--- config.mk ---
export PLATFORM = sky130hd
export DESIGN_NAME = uart_bus_host
export DESIGN_NICKNAME = d
export VERILOG_FILES = /design/src/rtl/uart_bus_host.sv
export SDC_FILE = /design/constraint.sdc
export NUM_CORES = 1
export LEC_CHECK = 0
export BUFFER_PORTS_ARGS = -buffer_cell sky130_fd_sc_hd__buf_4
export CAP_MARGIN = 25
export CORE_UTILIZATION = 35
export CTS_CLUSTER_SIZE = 24
export DETAILED_ROUTE_END_ITERATION = 8
export PLACE_DENSITY = 0.57
export SYNTH_ARGS = -nofsm -noshare
export SYNTH_HDL_FRONTEND = slang
export SYNTH_SLANG_ARGS = --single-unit
--- constraint.sdc ---
create_clock -name clk_i -period 2.73 [get_ports clk_i]
set_input_delay 0.4095 -clock clk_i [delete_from_list [all_inputs] [get_ports clk_i]]
set_output_delay 0.4095 -clock clk_i [all_outputs]
set_load 0.01 [all_outputs]
--- src/rtl/uart_bus_host.sv ---
// uart_bus_host: 8N1 UART command port that acts as an initiator on the device bus.
// Commands: 'W' addr[4 LE] data[4 LE] -> 'K'; 'R' addr[4 LE] -> rdata[4 LE]; other -> '?'.
// Optional feature macro: UART_BUS_HOST_TIMEOUT_EN (bounds the bus wait, replies 'T').
`timescale 1ns/1ps
module uart_bus_host #(
  parameter int unsigned ClockFrequency = 50_000_000,
  parameter int unsigned BaudRate       = 115_200,
  parameter int unsigned TimeoutCycles  = 1024
) (
  input  logic        clk_i,
  input  logic        rst_ni,
  input  logic        uart_rx_i,
  output logic        uart_tx_o,
  output logic        host_req_o,
  output logic [31:0] host_addr_o,
  output logic        host_we_o,
  output logic [3:0]  host_be_o,
  output logic [31:0] host_wdata_o,
  input  logic        host_rvalid_i,
  input  logic [31:0] host_rdata_i,
  output logic        busy_o
);
  localparam int unsigned ClocksPerBaud = ClockFrequency / BaudRate;
  localparam int unsigned CntW          = $clog2(ClocksPerBaud);
  localparam logic [CntW-1:0] BaudLast  = CntW'(ClocksPerBaud - 1);
  localparam logic [CntW-1:0] BaudHalf  = CntW'(ClocksPerBaud / 2);
  localparam logic [CntW-1:0] CntOne    = CntW'(1);

  if (ClocksPerBaud < 4) begin : g_bad_baud
    $error("uart_bus_host: ClockFrequency / BaudRate must be at least 4");
  end
  if (TimeoutCycles < 1) begin : g_bad_timeout
    $error("uart_bus_host: TimeoutCycles must be at least 1");
  end

  typedef enum logic [1:0] {RX_IDLE, RX_START, RX_DATA, RX_STOP} rx_state_e;
  typedef enum logic [2:0] {S_IDLE, S_ADDR, S_DATA, S_REQ, S_WAIT, S_RESP} cmd_state_e;

  // ---------------- receiver ----------------
  logic [2:0]      rx_sync_reg;
  logic            rx_prev_reg;
  rx_state_e       rx_state_reg;
  logic [CntW-1:0] rx_cnt_reg;
  logic [2:0]      rx_bit_reg;
  logic [7:0]      rx_shift_reg;
  logic            rx_valid_reg;
  logic            rx_err_reg;
  logic            rx_line;

  assign rx_line = rx_sync_reg[2];

  // Synchronise the line, find the start edge and sample each bit at mid-bit.
  always_ff @(posedge clk_i or negedge rst_ni) begin
    if (!rst_ni) begin
      rx_sync_reg  <= 3'b111;
      rx_prev_reg  <= 1'b1;
      rx_state_reg <= RX_IDLE;
      rx_cnt_reg   <= '0;
      rx_bit_reg   <= '0;
      rx_shift_reg <= '0;
      rx_valid_reg <= 1'b0;
      rx_err_reg   <= 1'b0;
    end else begin
      rx_sync_reg  <= {rx_sync_reg[1:0], uart_rx_i};
      rx_prev_reg  <= rx_line;
      rx_valid_reg <= 1'b0;
      rx_err_reg   <= 1'b0;
      case (rx_state_reg)
        RX_IDLE: if (rx_prev_reg && !rx_line) begin
          rx_cnt_reg   <= BaudHalf;
          rx_state_reg <= RX_START;
        end
        RX_START: if (rx_cnt_reg != '0) rx_cnt_reg <= rx_cnt_reg - CntOne;
          else if (rx_line) rx_state_reg <= RX_IDLE;   // glitch, not a real start bit
          else begin
            rx_cnt_reg   <= BaudLast;
            rx_bit_reg   <= '0;
            rx_state_reg <= RX_DATA;
          end
        RX_DATA: if (rx_cnt_reg != '0) rx_cnt_reg <= rx_cnt_reg - CntOne;
          else begin
            rx_shift_reg <= {rx_line, rx_shift_reg[7:1]};
            rx_cnt_reg   <= BaudLast;
            rx_bit_reg   <= rx_bit_reg + 3'd1;
            if (rx_bit_reg == 3'd7) rx_state_reg <= RX_STOP;
          end
        default: if (rx_cnt_reg != '0) rx_cnt_reg <= rx_cnt_reg - CntOne;
          else begin
            rx_valid_reg <= rx_line;
            rx_err_reg   <= !rx_line;
            rx_state_reg <= RX_IDLE;
          end
      endcase
    end
  end

  // ---------------- transmitter ----------------
  logic            tx_active_reg;
  logic [9:0]      tx_shift_reg;
  logic [3:0]      tx_bit_reg;
  logic [CntW-1:0] tx_cnt_reg;
  logic [23:0]     tx_queue_reg;
  logic [1:0]      tx_left_reg;
  logic            tx_load_reg;
  logic [31:0]     tx_load_data_reg;
  logic [1:0]      tx_load_left_reg;
  logic            tx_last_stop;

  assign uart_tx_o    = tx_shift_reg[0];
  assign tx_last_stop = tx_active_reg && (tx_bit_reg == 4'd9) && (tx_left_reg == 2'd0);

  // Shift out queued reply bytes back to back, one bit per baud period.
  always_ff @(posedge clk_i or negedge rst_ni) begin
    if (!rst_ni) begin
      tx_active_reg <= 1'b0;
      tx_shift_reg  <= '1;
      tx_bit_reg    <= '0;
      tx_cnt_reg    <= '0;
      tx_queue_reg  <= '0;
      tx_left_reg   <= '0;
    end else if (tx_load_reg && !tx_active_reg) begin
      tx_shift_reg  <= {1'b1, tx_load_data_reg[7:0], 1'b0};
      tx_queue_reg  <= tx_load_data_reg[31:8];
      tx_left_reg   <= tx_load_left_reg;
      tx_bit_reg    <= '0;
      tx_cnt_reg    <= BaudLast;
      tx_active_reg <= 1'b1;
    end else if (tx_active_reg) begin
      if (tx_cnt_reg != '0) tx_cnt_reg <= tx_cnt_reg - CntOne;
      else begin
        tx_cnt_reg <= BaudLast;
        if (tx_bit_reg != 4'd9) begin
          tx_shift_reg <= {1'b1, tx_shift_reg[9:1]};
          tx_bit_reg   <= tx_bit_reg + 4'd1;
        end else if (tx_left_reg != 2'd0) begin
          tx_shift_reg <= {1'b1, tx_queue_reg[7:0], 1'b0};
          tx_queue_reg <= {8'h00, tx_queue_reg[23:8]};
          tx_left_reg  <= tx_left_reg - 2'd1;
          tx_bit_reg   <= '0;
        end else tx_active_reg <= 1'b0;
      end
    end
  end

  // ---------------- command FSM ----------------
  cmd_state_e  state_reg;
  logic [1:0]  byte_cnt_reg;
  logic        pend_reg;
  logic [7:0]  pend_byte_reg;
  logic        cmd_valid;
  logic [7:0]  cmd_byte;
`ifdef UART_BUS_HOST_TIMEOUT_EN
  localparam int unsigned TmoW = $clog2(TimeoutCycles + 1);
  logic [TmoW-1:0] tmo_cnt_reg;
`endif

  // A byte whose stop bit lands during the reply's final stop bit is kept for IDLE,
  // so a new command sent with no line gap after the previous one is not lost.
  assign cmd_valid = rx_valid_reg | pend_reg;
  assign cmd_byte  = pend_reg ? pend_byte_reg : rx_shift_reg;
  assign busy_o    = (state_reg != S_IDLE);

  // Parse commands, run one bus transaction and hand the reply to the transmitter.
  always_ff @(posedge clk_i or negedge rst_ni) begin
    if (!rst_ni) begin
      state_reg        <= S_IDLE;
      byte_cnt_reg     <= '0;
      pend_reg         <= 1'b0;
      pend_byte_reg    <= '0;
      host_req_o       <= 1'b0;
      host_addr_o      <= '0;
      host_we_o        <= 1'b0;
      host_be_o        <= '0;
      host_wdata_o     <= '0;
      tx_load_reg      <= 1'b0;
      tx_load_data_reg <= '0;
      tx_load_left_reg <= '0;
`ifdef UART_BUS_HOST_TIMEOUT_EN
      tmo_cnt_reg      <= '0;
`endif
    end else begin
      host_req_o  <= 1'b0;
      host_be_o   <= 4'h0;
      tx_load_reg <= 1'b0;
      case (state_reg)
        S_IDLE: begin
          pend_reg <= 1'b0;
          if (cmd_valid) begin
            if (cmd_byte == 8'h57 || cmd_byte == 8'h52) begin
              host_we_o    <= (cmd_byte == 8'h57);
              byte_cnt_reg <= '0;
              state_reg    <= S_ADDR;
            end else begin
              tx_load_reg      <= 1'b1;
              tx_load_data_reg <= 32'h0000_003F;
              tx_load_left_reg <= 2'd0;
              state_reg        <= S_RESP;
            end
          end
        end
        S_ADDR: if (rx_err_reg) state_reg <= S_IDLE;
          else if (rx_valid_reg) begin
            host_addr_o  <= {rx_shift_reg, host_addr_o[31:8]};
            byte_cnt_reg <= byte_cnt_reg + 2'd1;
            if (byte_cnt_reg == 2'd3) begin
              if (host_we_o) state_reg <= S_DATA;
              else begin
                host_req_o <= 1'b1;
                host_be_o  <= 4'hF;
                state_reg  <= S_REQ;
              end
            end
          end
        S_DATA: if (rx_err_reg) state_reg <= S_IDLE;
          else if (rx_valid_reg) begin
            host_wdata_o <= {rx_shift_reg, host_wdata_o[31:8]};
            byte_cnt_reg <= byte_cnt_reg + 2'd1;
            if (byte_cnt_reg == 2'd3) begin
              host_req_o <= 1'b1;
              host_be_o  <= 4'hF;
              state_reg  <= S_REQ;
            end
          end
        S_REQ: begin
`ifdef UART_BUS_HOST_TIMEOUT_EN
          tmo_cnt_reg <= '0;
`endif
          state_reg <= S_WAIT;
        end
        S_WAIT: if (host_rvalid_i) begin
            tx_load_reg      <= 1'b1;
            tx_load_data_reg <= host_we_o ? 32'h0000_004B : host_rdata_i;
            tx_load_left_reg <= host_we_o ? 2'd0 : 2'd3;
            state_reg        <= S_RESP;
          end
`ifdef UART_BUS_HOST_TIMEOUT_EN
          else if (tmo_cnt_reg == TmoW'(TimeoutCycles - 1)) begin
            tx_load_reg      <= 1'b1;
            tx_load_data_reg <= 32'h0000_0054;
            tx_load_left_reg <= 2'd0;
            state_reg        <= S_RESP;
          end else tmo_cnt_reg <= tmo_cnt_reg + TmoW'(1);
`endif
        S_RESP: begin
          if (rx_valid_reg && tx_last_stop) begin
            pend_reg      <= 1'b1;
            pend_byte_reg <= rx_shift_reg;
          end
          if (!tx_load_reg && !tx_active_reg) state_reg <= S_IDLE;
        end
        default: state_reg <= S_IDLE;
      endcase
    end
  end
endmodule

==> results of run 1 <==
-- power breakdown --
group          internal (uW)  leakage (uW)  switching, uW  total [uW]
Combinational            536       0.00242            668        1200
Sequential              3160       0.00255            273        3440
Clock                   1500      0.000290           1090        2590
-- how the worst max path moves through the flow --
| stage | startpoint | endpoint | slack [ns] | depth (start not counted) |
|---|---|---|---|---|
| floorplan | rx_cnt_reg[0]$_DFFE_PN0P_ | rx_cnt_reg[3]$_DFFE_PN0P_ | 0.25 | 9 |
| global placement | rx_cnt_reg[0]$_DFFE_PN0P_ | rx_bit_reg[2]$_DFFE_PN0P_ | 0.25 | 7 |
| detailed placement | rx_cnt_reg[0]$_DFFE_PN0P_ | rx_bit_reg[1]$_DFFE_PN0P_ | 0.18 | 7 |
| CTS | rx_cnt_reg[0]$_DFFE_PN0P_ | rx_bit_reg[1]$_DFFE_PN0P_ | 0.16 | 7 |
| global route | rx_cnt_reg[0]$_DFFE_PN0P_ | rx_bit_reg[1]$_DFFE_PN0P_ | 0.01 | 7 |
| finish | rx_cnt_reg[0]$_DFFE_PN0P_ | rx_bit_reg[1]$_DFFE_PN0P_ | 0.16 | 7 |
-- cell usage after synthesis (all sizes together) (13+ instances only) --
library cell	number	area, um^2
clkbuf	31	116
nand2	90	338
a21oi	28	144
o21ai	52	260
dfrtp	178	4450
o32ai	26	228
inv	40	150
ha	13	163
dfstp	13	342
nand3	18	90.1
mux2	80	901
mux2i	25	250
buf	17	92.6
nor2	45	169
-- worst reg2reg max path, cell delays in order, from the launching register on --
cell and delay, ns:
dfrtp_1 0.40, inv_1 0.08, ha_1 0.20, or4b_1 0.46, or4b_1 0.64, a21oi_2 0.24
o21ai_0 0.19, a32o_1 0.24
-- cell families (layout without fill, tap and decap cells) --
kind of cell	count (synthesis)	in the layout	synth area share, %
buffers and inverters	88	199	4.23
AO/OA/AOI/OAI	150	150	11.6
adder cells (fa/ha/maj)	14	14	2.03
XOR/XNOR	6	6	0.619
multiplexers	105	105	13.6
flip-flops	191	191	56.5
AND/OR/NAND/NOR	205	205	11.5
-- routing by layer --
metal / wire length [um] / vias to the layer above / global-route usage (%)
met2: 8780 / 59 / 24.0
met1: 8670 / 2864 / 21.8
met5: 0 / - / 0
met3: 404 / 11 / 3.26
met4: 149 / 0 / 4.44
li1: - / 2857 / -
-- layout make-up --
cell class | instances | area [um^2]
clock inverter | 11 | 156
multi-input combinational | 480 | 3360
timing repair buffer | 127 | 987
fill | 2238 | 13300
tap | 319 | 399
clock buffer | 21 | 460
sequential | 191 | 4800
inverter | 40 | 150
-- through the flow --
step	setup slack [ns]	hold slack (ns)	utilization, %	instance area [um^2]
global placement	0.251	0.347	41.0	9680
global route	0.0136	0.0518	43.6	10300
detailed placement	0.177	0.347	41.0	9680
floorplan	0.252	0.114	-	8490
finish	0.165	0.0796	43.6	10300
CTS	0.161	0.0620	43.6	10300
-- what timing repair did --
item | in CTS | in global routing
endpoints found under the setup margin | 0 | 1
resized for setup | 0 | 1
hold endpoints to repair | 59 | 0
hold buffers | 1 | 0
==> metrics.txt, run 1 <==
number of global-route vias before repair=5620; H-tree depth=4; crit path capture type=flip-flop; TNS Setup=0 ns; reg2reg path depth=7; share of layout cells above drive strength 1=30.3%; worst r2r src=rx_cnt_reg[0]$_DFFE_PN0P_; Clock Skew=0.0150 ns; fin crit period=2.57 ns; worst slew margin relative to its limit=42.9%; WL/cell=15.1 um; HP Class=in2reg; Tcrit/Tclk final=94.0%; CTS tree=done; CP Data Required Time=3.05 ns; placed cells=1156; commonest non-fill, non-tap cell in the layout=dfrtp_1; R2R Path End=rx_bit_reg[1]$_DFFE_PN0P_; post-synth net total=808; post-route insts no fill=1189; Nets=906; CTS root buf=clkbuf_16; Die X=158 um; sequential fraction of the synthesis area=56.5%; total grt overflow=0; crit-path max FO=7; initial DRC count=383; Syn Inst Count=759; P per Cell Area=702 mW/mm^2; GRT Util Overall=15.5%; RSZ-0062 raised after global routing=false; Ys Warns=0; Initial Util=36.0%; Post-CTS Setup Bufs=0; Total Power=7240 uW; Residual DRC=0; Antenna diodes=0; final wirelength=18000 um; Die Footprint=0.0249 mm^2; Leak Pwr=0.00525 uW; GPL Wtd Cong=0.755; clock transition at the registers of the reported paths=0.07 ns; CP Buf/Inv Count=1; most frequent cells in the layout=dfrtp_1 (178), buf_4 (123), nand2_1 (90), mux2_2 (80), o21ai_0 (51); delay-heaviest family, CP=simple AND/OR/NAND/NOR gates; Via Count=5791; Setup CP Type=reg2reg; Max Slew Vio Count=0; CP dominant cell by count=or4b_1; Routed Antenna Nets=0; worst path cell trace=inv_1 -> ha_1 -> or4b_1 -> or4b_1 -> a21oi_2 -> o21ai_0 -> a32o_1; Max-Cap Viols=0; Yosys cell types=60; Core Region=0.0236 mm^2; Via density=4.87; cts bufs inserted=17; first drt pass iteration count=5; # IOs=108; Synth-to-Final Area Change=21.4%; Final setup viols=0; cell row count=56; Min-Delay Path Depth=1; hold path startpoint=uart_rx_i; Hold EP=rx_sync_reg[0]$_DFF_PN1_; worst slew pin tran=0.853 ns; Worst path max stage delay=0.64 ns; clock buffer depth=2; global-route wire length before repair=29800 um; data arrival time of the critical path=2.89 ns; Post-DP HPWL=12300 um; largest net degree at the start of global routing=66; Reg2Reg Setup Slack=0.16 ns; Syn Area/Cell=11.2 um^2; height of the die=158 um; outcome=finished, final reports clean; FMAX=390 MHz; number of synthesized flops with an enable pin=0; final-report hold violation count=0; initial antenna violation count=0; I/O Buffers=107; maximum vdd ir drop=0.435 mV; Netlist Area Pre-Place=0.00849 mm^2; ys flop type=dfrtp_1; critical path startpoint category=flip-flop; Post-synth ARST share=100%; CTS Sinks=191; CP max stage cell=or4b_1; #FFs+latches synth=191; Clk Latency, worst-skew pair=0.44 ns
(Power assumes the default switching activity.)
==> run 2: changes to the inputs <==
Settings changed: CTS_CLUSTER_SIZE 24 to 25.
Clock period 2.73 ns to 2.95 ns, I/O delays scaled along.
==> run 2 against run 1 <==
Highest routed layer unchanged; sequential share of layout area is 0.20 points higher; largest cell class unchanged; register-to-register slack gained 0.13 ns; routed wire length fell by 2.0%; design area fell by 0.44%.
==> metrics.txt, run 2 (synthesis results as in run 1) <==
data arrival time of the critical path=2.97 ns; height of the die=158 um; most frequent cells in the layout=dfrtp_1 (178), buf_4 (119), nand2_1 (90), mux2_2 (80), o21ai_0 (51); WL/cell=14.9 um; Clk Latency, worst-skew pair=0.43 ns; maximum vdd ir drop=0.357 mV; Antenna diodes=0; Setup CP Type=reg2reg; critical path startpoint category=flip-flop; Die Footprint=0.0249 mm^2; Synth-to-Final Area Change=20.9%; Die X=158 um; TNS Setup=0 ns; Residual DRC=0; Via density=4.94; register area=0.00480 mm^2; fin crit period=2.66 ns; number of global-route vias before repair=5654; worst path cell trace=inv_1 -> ha_1 -> or4b_1 -> or4b_1 -> a21oi_2 -> o21ai_0 -> a32o_1; Worst path max stage delay=0.66 ns; final wirelength=17600 um; P per Cell Area=651 mW/mm^2; Nets=901; Post-CTS Setup Bufs=0; Hold WS=0.0297 ns; crit path capture type=flip-flop; worst slew margin relative to its limit=44.7%; delay-heaviest family, CP=simple AND/OR/NAND/NOR gates; # IOs=108; cell row count=56; placed cells=1152; clock transition at the registers of the reported paths=0.07 ns; total grt overflow=0; CP dominant cell by count=or4b_1; clock buffer depth=2; # fillers=2267; area of the multi-input gates=0.00335 mm^2; I/O Buffers=107; outcome=finished, final reports clean; Leak Pwr=0.00524 uW; CTS root buf=clkbuf_16; CP Data Required Time=3.26 ns; Post-DP HPWL=12100 um; Routed Antenna Nets=0; post-cts sizing count=0; Via Count=5848; Initial Util=36.0%; first drt pass iteration count=4; H-tree depth=4; Core Region=0.0236 mm^2; worst slew pin tran=0.826 ns; GRT Util Overall=15.3%; global-route wire length before repair=29700 um; GPL Wtd Cong=0.761; hold buffers post-CTS=0; RSZ-0062 raised after global routing=false; share of layout cells above drive strength 1=30.1%; commonest non-fill, non-tap cell in the layout=dfrtp_1; Max-Cap Viols=0; Clock Skew=0.0108 ns; CTS tree=done; FMAX=376 MHz; initial DRC count=302; initial antenna violation count=0; crit-path max FO=7; largest net degree at the start of global routing=74; Max Slew Vio Count=0; CP Buf/Inv Count=1; CP max stage cell=or4b_1; Tcrit/Tclk final=90.1%; post-route insts no fill=1183; Final setup viols=0; final-report hold violation count=0; HP Class=in2async; CTS Sinks=191; cts bufs inserted=17
-- run 2: changes by cell type in the layout (fill, tap and decap cells not counted), moves of 2 or more --
cell,before,now
inv_6,2,4
clkbuf_1,2,0
clkinvlp_4,3,0
buf_4,123,119
-- run 2: per-layer routing --
metal,global-route usage [%],share of wire (%),vias up
met3,3.07,2.6,10
met2,23.5,48,83
li1,-,-,2855
met1,21.6,48,2900
met4,4.95,0.94,0
met5,0,0,-
-- run 2: path summary, 6_finish.rpt --
| kind | endpoint | slack, ns | cells past startpoint | startpoint |
|---|---|---|---|---|
| setup / recovery | rx_bit_reg[2]$_DFFE_PN0P_ | 0.29 | 7 | rx_cnt_reg[0]$_DFFE_PN0P_ |
| hold / removal | host_addr_o[5]$_DFFE_PN0P_ | 0.03 | 1 | rst_ni |
| setup reg to reg | rx_bit_reg[2]$_DFFE_PN0P_ | 0.29 | 7 | rx_cnt_reg[0]$_DFFE_PN0P_ |
| hold reg to reg | rx_sync_reg[1]$_DFF_PN1_ | 0.36 | 0 | rx_sync_reg[0]$_DFF_PN1_ |
| max in group asynchronous | tx_shift_reg[1]$_DFFE_PN1P_ | 2.06 | 2 | rst_ni |
| min in group clk_i | rx_sync_reg[0]$_DFF_PN1_ | 0.12 | 1 | uart_rx_i |
-- run 2: cell type report --
class,count,share of cell area (%)
Clock buffer,18,4.28
Clock inverter,13,1.72
Inverter,40,1.46
Multi-Input combinational cell,480,32.7
Sequential cell,191,46.7
Tap cell,319,3.89
Timing Repair Buffer,122,9.23
-- run 2: per-stage QoR --
| step | utilization [%] | instance area, um^2 | power [uW] | setup slack (ns) |
|---|---|---|---|---|
| after floorplan | - | 8490 | 4010 | 0.472 |
| after global placement | 40.8 | 9650 | 4330 | 0.347 |
| after detailed placement | 40.8 | 9650 | 4340 | 0.316 |
| after CTS | 43.5 | 10300 | 6760 | 0.300 |
| after global routing | 43.5 | 10300 | 7080 | 0.122 |
| final | 43.5 | 10300 | 6680 | 0.292 |
-- run 2: where the power goes --
part           internal, uW  switching [uW]  leakage [uW]
logic                   485             613       0.00239
registers              2930             260       0.00255
clock network          1370            1010      0.000304
